[src/rtl/pll_ddr_ctrl.sv]
// pll_ddr_ctrl
//   Bring-up and dynamic-adjust sequencer for the DDR clocking rPLL. Runs on
//   the PLL reference clock. It pulses the PLL reset, waits for lock with a
//   timeout and bounded retries, requires a run of consecutive locked cycles
//   before raising `ready`, and applies new phase/duty/fine-delay settings
//   through a valid/ready handshake followed by a settle hold-off.
//
// Ports
//   clkin                 reference clock (same net as the PLL input)
//   reset_n               synchronous active-low reset
//   pll_lock              PLL lock, asynchronous, synchronized internally
//   pll_reset             PLL reset, active high
//   psda/dutyda/fdly      dynamic phase / duty / fine-delay to the PLL
//   cfg_valid/cfg_ready   handshake for a new setting
//   cfg_psda/dutyda/fdly  offered setting
//   ready                 PLL locked and settled, releases downstream logic
//   fail                  lock retries exhausted (sticky until reset_n)
//   relock_cnt            lock losses seen after reaching RUN, saturating

module pll_ddr_ctrl #(
    parameter int RST_CYCLES    = 16,
    parameter int LOCK_TIMEOUT  = 65535,
    parameter int SETTLE_CYCLES = 8,
    parameter int MAX_RETRY     = 3
) (
    input  logic       clkin,
    input  logic       reset_n,
    input  logic       pll_lock,
    output logic       pll_reset,
    output logic [3:0] psda,
    output logic [3:0] dutyda,
    output logic [3:0] fdly,
    input  logic       cfg_valid,
    output logic       cfg_ready,
    input  logic [3:0] cfg_psda,
    input  logic [3:0] cfg_dutyda,
    input  logic [3:0] cfg_fdly,
    output logic       ready,
    output logic       fail,
    output logic [7:0] relock_cnt
);

    // One shared phase counter, wide enough for the largest interval.
    localparam int MAX_RS  = (RST_CYCLES > SETTLE_CYCLES) ? RST_CYCLES : SETTLE_CYCLES;
    localparam int CNT_MAX = (LOCK_TIMEOUT > MAX_RS) ? LOCK_TIMEOUT : MAX_RS;
    localparam int CW      = $clog2(CNT_MAX + 1);
    localparam int RW      = $clog2(MAX_RETRY + 1);

    // Terminal values: the counter starts at 0 on state entry, so the
    // transition fires on the edge where it already holds P-1.
    localparam logic [CW-1:0] RST_LAST   = CW'(RST_CYCLES - 1);
    localparam logic [CW-1:0] TO_LAST    = CW'(LOCK_TIMEOUT - 1);
    localparam logic [CW-1:0] SET_LAST   = CW'(SETTLE_CYCLES - 1);
    localparam logic [RW-1:0] RETRY_LAST = RW'(MAX_RETRY - 1);

    typedef enum logic [2:0] {
        S_RST, S_WAIT, S_SETTLE, S_RUN, S_APL, S_FAIL
    } state_t;

    state_t        state, state_n;
    logic [1:0]    sync;
    logic          lock_s;
    logic [CW-1:0] cnt, cnt_n;
    logic [RW-1:0] retry, retry_n;
    logic [3:0]    psda_n, dutyda_n, fdly_n;
    logic [7:0]    relock_n;
    logic          hs;

    assign lock_s = sync[1];

    // Lock loss masks the handshake in the same cycle, so a setting is never
    // taken while the state machine is heading back to RST.
    assign cfg_ready = (state == S_RUN) && lock_s;
    assign hs        = cfg_valid && cfg_ready;

    always_comb begin
        state_n  = state;
        cnt_n    = cnt + 1'b1;
        retry_n  = retry;
        psda_n   = psda;
        dutyda_n = dutyda;
        fdly_n   = fdly;
        relock_n = relock_cnt;
        case (state)
            S_RST: begin
                if (cnt == RST_LAST) begin
                    state_n = S_WAIT;
                    cnt_n   = '0;
                end
            end
            S_WAIT: begin
                if (lock_s) begin
                    state_n = S_SETTLE;
                    cnt_n   = '0;
                end else if (cnt == TO_LAST) begin
                    retry_n = retry + 1'b1;
                    cnt_n   = '0;
                    state_n = (retry == RETRY_LAST) ? S_FAIL : S_RST;
                end
            end
            S_SETTLE: begin
                if (!lock_s) begin
                    state_n = S_WAIT;
                    cnt_n   = '0;
                end else if (cnt == SET_LAST) begin
                    state_n = S_RUN;
                    retry_n = '0;
                    cnt_n   = '0;
                end
            end
            S_RUN: begin
                cnt_n = '0;
                if (!lock_s) begin
                    if (relock_cnt != 8'hFF) relock_n = relock_cnt + 8'd1;
                    state_n = S_RST;
                end else if (hs) begin
                    psda_n   = cfg_psda;
                    dutyda_n = cfg_dutyda;
                    fdly_n   = cfg_fdly;
                    state_n  = S_APL;
                end
            end
            S_APL: begin
                if (!lock_s) begin
                    if (relock_cnt != 8'hFF) relock_n = relock_cnt + 8'd1;
                    state_n = S_RST;
                    cnt_n   = '0;
                end else if (cnt == SET_LAST) begin
                    state_n = S_RUN;
                    cnt_n   = '0;
                end
            end
            S_FAIL: begin
                cnt_n = cnt;
            end
            default: begin
                state_n = S_RST;
                cnt_n   = '0;
            end
        endcase
    end

    // Status outputs are registered from the next state so they change on the
    // same edge as the state itself.
    always_ff @(posedge clkin) begin
        if (!reset_n) begin
            state      <= S_RST;
            sync       <= 2'b00;
            cnt        <= '0;
            retry      <= '0;
            psda       <= 4'b0000;
            dutyda     <= 4'b1000;
            fdly       <= 4'b0000;
            relock_cnt <= 8'd0;
            pll_reset  <= 1'b1;
            ready      <= 1'b0;
            fail       <= 1'b0;
        end else begin
            state      <= state_n;
            sync       <= {sync[0], pll_lock};
            cnt        <= cnt_n;
            retry      <= retry_n;
            psda       <= psda_n;
            dutyda     <= dutyda_n;
            fdly       <= fdly_n;
            relock_cnt <= relock_n;
            pll_reset  <= (state_n == S_RST) || (state_n == S_FAIL);
            ready      <= (state_n == S_RUN);
            fail       <= (state_n == S_FAIL);
        end
    end

endmodule

[config.mk]
export PLATFORM = sky130hd
export DESIGN_NAME = pll_ddr_ctrl
export DESIGN_NICKNAME = d
export VERILOG_FILES = /design/src/rtl/pll_ddr_ctrl.sv
export SDC_FILE = /design/constraint.sdc
export NUM_CORES = 1
export LEC_CHECK = 0
export CAP_MARGIN = 20
export CORE_MARGIN = 2
export CORE_UTILIZATION = 51
export CTS_BUF_LIST = sky130_fd_sc_hd__clkbuf_4 sky130_fd_sc_hd__clkbuf_8
export DETAILED_ROUTE_END_ITERATION = 10
export MAX_ROUTING_LAYER = met4
export PLACE_DENSITY = 0.78
export SYNTH_ARGS = -nofsm -noshare
export SYNTH_HDL_FRONTEND = slang
export SYNTH_SLANG_ARGS = --single-unit
[constraint.sdc]
create_clock -name clkin -period 4.1 [get_ports clkin]
set_input_delay 0.615 -clock clkin [delete_from_list [all_inputs] [get_ports clkin]]
set_output_delay 0.615 -clock clkin [all_outputs]
set_load 0.02 [all_outputs]
==> results of run 1 <==
area by class of cell:
| cell class | count | area (sq um) |
|---|---|---|
| inverter | 8 | 30.0 |
| multi-input combinational | 186 | 1200 |
| clock buffer | 6 | 82.6 |
| clock inverter | 2 | 60.1 |
| fill | 334 | 1340 |
| sequential | 46 | 921 |
| tap | 50 | 62.6 |
| timing repair buffer | 39 | 390 |
flip-flops by register name, summed over array words and instances, names as in the netlist:
name and cells:
state 3, psda 4, ready 1, fdly 4, relock_cnt 8, pll_reset 1, cnt 16, fail 1
dutyda 4, sync 2, retry 2
metal layers:
metal	wire length, um	part of all wire [%]
met5	0	0
met4	51	1.1
met3	238	5.2
met2	2140	47
met1	2120	47
cells in the final DEF, fill, tap and decap left out, drive strengths merged, types with 2 or more instances in the layout:
cell,synthesis,layout
ha,4,4
clkbuf,4,6
o21ai,7,7
dfxtp,46,46
xor2,16,16
and2,6,6
nand2b,4,4
nor4,4,4
nor2,29,29
nor2b,4,4
o221a,3,3
xnor2,3,3
inv,8,8
a211oi,2,2
nor3,6,6
nor4bb,2,2
a21oi,18,18
bufinv,0,2
and3,2,2
or3,4,4
clkdlybuf4s50,0,39
and4,3,3
nand4,12,12
nor3b,2,2
nand2,36,36
nand3,8,8
power breakdown:
part           internal, uW  leakage, uW  switching [uW]
Sequential              450     0.000371            4.30
Combinational          19.2     0.000492            17.1
Clock                   260    0.0000714             152
Total                   729     0.000935             173
kinds of logic after synthesis:
kind of cell | after synthesis
buf+inv | 17
mux | 1
compound gates | 36
xor+xnor | 19
fa+ha+maj | 4
simple gates | 126
flops | 46
per-stage QoR:
stage	power, uW	utilization, %
global placement	501	63.8
detailed placement	501	63.8
finish	902	67.3
global route	935	67.3
CTS	910	67.3
floorplan	483	-
path summary, 6_finish.rpt:
| kind | start | endpoint | slack [ns] | cells after the start |
|---|---|---|---|---|
| setup / recovery | state[1] | cfg_ready | 1.53 | 3 |
| hold / removal | sync[0] | sync[1] | 0.44 | 1 |
| setup reg to reg | cnt[1] | cnt[4] | 1.97 | 7 |
| hold reg to reg | sync[0] | sync[1] | 0.44 | 1 |
==> impl_metrics.py, run 1 <==
metrics = {
    "die": {
        "dieArea_sq_um": 4880,
        "die_y_um": 69.9,
        "row_count": 23,
        "dieWidth_um": 69.9,
        "ioPinCount": 40,
        "start_util_pct": 54.2,
        "core_sq_um": 4090,
    },
    "yosys": {
        "yosys.area.top_type": "dfxtp_1",
        "syn_inst": 249,
        "synth-compound-area-share_pct": 10.9,
        "seq_area_frac_synth_pct": 41.6,
        "synth_cell_type_count": 46,
        "muxShareOfSynthArea_pct": 0.452,
        "synth.most_common_cell": "dfxtp_1",
        "synthTopCellsByArea": "dfxtp_1 (42%), xor2_1 (6.3%), nand2_1 (6.1%)",
        "synth-xor-area-share_pct": 7.52,
        "synthArstFlopShare_pct": 0,
        "synth_nets": 269,
        "synth_top_cell_area_share_pct": 41.6,
        "yosys-top-cells-count": "dfxtp_1 (46), nand2_1 (36), nor2_1 (19), a21oi_1 (18), xor2_1 (16)",
        "synth_area_sq_um": 2210,
        "synth_top_family_by_area": "simple AND/OR/NAND/NOR gates",
        "synth_warnings": 0,
        "synthAdderAreaFrac_pct": 2.26,
        "yosys.area_share.simple_pct": 33.3,
        "avgSynthCellArea_sq_um": 8.89,
        "synth_seq_cells": 46,
        "synthFlopType": "dfxtp_1",
        "synth_edf_count": 0,
    },
    "timing": {
        "tightest_slew_ns": 0.763,
        "fin_setup_tns_ns": 0,
        "setup_viol": 0,
        "period_share_pct": 62.8,
        "skew_ns": 0.00733,
        "setup_ws_ns": 1.53,
        "relSlewSlack_pct": 49.1,
        "period_needed_ns": 2.57,
        "slew_viol_final": 0,
        "hold_viol_final": 0,
        "timing.hold.ws_ns": 0.440,
        "timing.fmax_mhz": 388,
        "rsz0062_at_grt": "false",
    },
    "final_layout": {
        "drive_gt1_share_pct": 9.06,
        "stdcell_count": 337,
        "final_cell_area_sq_um": 2750,
        "syn_to_final_growth_pct": 24.3,
        "fin_nets": 306,
        "antennaDiodeCount": 0,
    },
    "grt": {
        "antenna_found_initial": 0,
        "grt_first_pass_wirelength_um": 7870,
        "grt_usage_pct": 20.2,
        "grt.met2_usage_pct": 30.9,
        "met3_usage_pct": 6.06,
        "met1_usage_pct": 26.4,
        "grt.busiest_layer": "met2",
        "grt_max_degree": 25,
        "grt_pass1_vias": 1713,
        "grt-ovfl-total": 0,
    },
    "cts": {
        "cts_setup_buffers": 0,
        "cts_buffers": 5,
        "insertion_delay_ns": 0.30,
        "htreeDepth": 2,
        "cts_sinks": 46,
        "clockRootBuffer": "clkbuf_8",
        "path_clk_slew_ns": 0.09,
        "cts_hold_buf": 0,
        "cts-resized-gates": 0,
        "clk_path_buf_depth": 2,
        "cts_tree": "done",
    },
    "drt": {
        "drt_iter0_drc": 129,
        "drt_wl_total_um": 4560,
        "postRouteAntennaNets": 0,
        "wl_per_cell_um": 13.5,
        "remaining_drc_errors": 0,
        "first_pass_iters": 4,
        "viasPerCell": 5.37,
        "vias": 1810,
    },
    "job": {
        "drv_cap": 0,
    },
    "setup_path": {
        "critPathCaptureType": "output pin",
        "cp_max_fo": 13,
        "criticalPathCategory": "register to output pin",
        "path_delay_family": "buffers and inverters",
        "worst-path-buf-inv": 1,
        "cp_slowest_stage_delay_ns": 0.62,
        "crit_chain": "and2b_1, and3_1, clkdlybuf4s50_1",
        "worstSetupStartpointType": "register",
        "critPathSlowestCell": "clkdlybuf4s50_1",
        "cp_data_arrival_time_ns": 1.96,
        "crit_required_ns": 3.48,
    },
    "pwr": {
        "irDropWorstVdd_uv": 274,
        "p_per_area_nw_per_um2": 328,
        "p_leak_uw": 0.000935,
    },
    "placed_design": {
        "dp_slack_ns": 1.71,
        "gp_congestion": 0.855,
        "port_buffers": 39,
        "dp_hpwl_um": 3250,
        "post-place-cells": 329,
        "place_area_sq_um": 2610,
    },
    "status": {
        "status": "completed",
    },
    "min_path": {
        "hold_path.class": "register to register",
    },
}
Power figures use the tool's default switching activity.
==> inputs of run 2 (changes only) <==
Clock period 4.1 ns to 2.5 ns, I/O delays scaled along.
==> run 2 against run 1 <==
  * Critical path depth is the same
  * Sequential share of layout area shrank 0.18 points
  * Worst hold slack gained 0.0021 ns
  * Global-route usage shrank 0.062 points
==> impl_metrics.py, run 2 (synthesis gave the netlist of run 1 again) <==
metrics = {
    "final_layout": {
        "stdcell_count": 339,
        "fillerInstances": 331,
        "reg_top3": "cnt: 16 flops, relock_cnt: 8 flops",
        "fin_nets": 308,
        "syn_to_final_growth_pct": 25.0,
        "layout_commonest_cell": "dfxtp_1",
        "multi_input_comb_area_sq_um": 1200,
        "final_cell_area_sq_um": 2770,
        "antennaDiodeCount": 0,
        "top_register": "cnt",
        "largest_register_ffs": 16,
        "drive_gt1_share_pct": 9.69,
        "seq_area_sq_um": 921,
        "final_cell_mix": "dfxtp_1 (46), clkdlybuf4s50_1 (39), nand2_1 (36)",
    },
    "timing": {
        "period_share_pct": 93.8,
        "relSlewSlack_pct": 66.9,
        "fin_setup_tns_ns": 0,
        "tightest_slew_ns": 0.495,
        "setup_ws_ns": 0.155,
        "setup_viol": 0,
        "skew_ns": 0.0123,
        "period_needed_ns": 2.34,
        "slew_viol_final": 0,
        "rsz0062_at_grt": "false",
        "timing.fmax_mhz": 427,
        "hold_viol_final": 0,
    },
    "die": {
        "die_y_um": 69.9,
        "dieArea_sq_um": 4880,
        "start_util_pct": 54.2,
        "dieWidth_um": 69.9,
        "core_sq_um": 4090,
        "row_count": 23,
        "ioPinCount": 40,
    },
    "setup_path": {
        "crit_required_ns": 2.12,
        "regToRegEndpoint": "cnt[2]",
        "criticalPathCategory": "register to output pin",
        "cp_max_fo": 13,
        "cp_data_arrival_time_ns": 1.97,
        "cp_slowest_stage_delay_ns": 0.62,
        "endpoint": "cfg_ready",
        "timing.rr.start": "cnt[1]",
        "rrSetupSlack_ns": 0.40,
        "worstSetupStartpointType": "register",
        "critPathCaptureType": "output pin",
        "critPathSlowestCell": "clkdlybuf4s50_1",
        "crit_chain": "and2b_1, and3_1, clkdlybuf4s50_1",
        "r2r_cells": 7,
        "startpoint": "state[1]",
    },
    "min_path": {
        "hp-start": "sync[0]",
        "hold_path.class": "register to register",
    },
    "cts": {
        "path_clk_slew_ns": 0.09,
        "cts_buffers": 5,
        "clk_path_buf_depth": 2,
        "cts_setup_buffers": 0,
        "htreeDepth": 2,
        "cts_sinks": 46,
        "cts_hold_buf": 0,
        "insertion_delay_ns": 0.31,
        "cts_tree": "done",
        "clockRootBuffer": "clkbuf_8",
        "cts-resized-gates": 0,
    },
    "placed_design": {
        "place_area_sq_um": 2620,
        "dp_hpwl_um": 3250,
        "dp_slack_ns": 0.439,
        "post-place-cells": 331,
        "gp_congestion": 0.835,
        "port_buffers": 39,
    },
    "grt": {
        "grt_pass1_vias": 1752,
        "grt_max_degree": 24,
        "grt_usage_pct": 20.2,
        "grt_first_pass_wirelength_um": 7830,
        "grt-ovfl-total": 0,
        "antenna_found_initial": 0,
    },
    "pwr": {
        "p_leak_uw": 0.000944,
        "p_int_uw": 1200,
        "p_per_area_nw_per_um2": 536,
        "finalPower_uw": 1480,
        "comb_power_share_pct": 4.1,
        "clkPwrFrac_pct": 45.7,
        "switching_share_pct": 19.3,
        "irDropWorstVdd_uv": 379,
        "p_seq_share_pct": 50.2,
        "switchingPower_uw": 286,
    },
    "drt": {
        "vias": 1814,
        "remaining_drc_errors": 0,
        "postRouteAntennaNets": 0,
        "drt_iter0_drc": 116,
        "first_pass_iters": 4,
        "drt_wl_total_um": 4510,
        "viasPerCell": 5.35,
        "wl_per_cell_um": 13.3,
    },
    "status": {
        "status": "completed",
    },
    "job": {
        "drv_cap": 0,
    },
}
-- run 2: changes by cell type in the layout (fill, tap and decap cells not counted), sizes merged --
cell	change
buf	+2
-- run 2: worst max-delay path, delay by kind of cell, from the launching register on --
family,cells,cell delay [ns]
DFF,1,0.57
buffers and inverters,1,0.62
and+or+nand+nor,2,0.47
-- run 2: power by group through the flow --
stage | registers (uW) | logic, uW | clock network, uW
floorplan | 759 | 32.9 | 0
global placement | 761 | 60.2 | 0
detailed placement | 762 | 60.8 | 0
CTS | 744 | 61.1 | 690
global route | 745 | 66.5 | 716
finish | 744 | 60.6 | 677
-- run 2: area by class of cell --
cell class / instances / area share [%]
clock inverter: 2 / 2.17
sequential: 46 / 33.3
inverter: 8 / 1.09
multi-input combinational: 186 / 43.6
tap: 50 / 2.26
timing repair buffer: 41 / 14.7
clock buffer: 6 / 2.99
-- run 2: worst min path at each step --
stage	cells past startpoint	endpoint
2_1_floorplan	1	sync[1]
3_5_place_dp	1	sync[1]
6_report	1	sync[1]
4_1_cts	1	sync[1]
5_1_grt	1	sync[1]
3_3_place_gp	1	sync[1]
-- run 2: layer usage --
metal  wire [um]  global-route usage [%]
met5           0                       -
met4          81                    8.33
met3         218                    5.05
met2        2130                    31.7
met1        2070                    24.8
-- run 2: stage by stage --
step,util (%),hold slack [ns]
2_1_floorplan,-,0.412
3_3_place_gp,64.2,0.418
3_5_place_dp,64.2,0.421
4_1_cts,67.7,0.442
5_1_grt,67.7,0.456
6_report,67.7,0.442
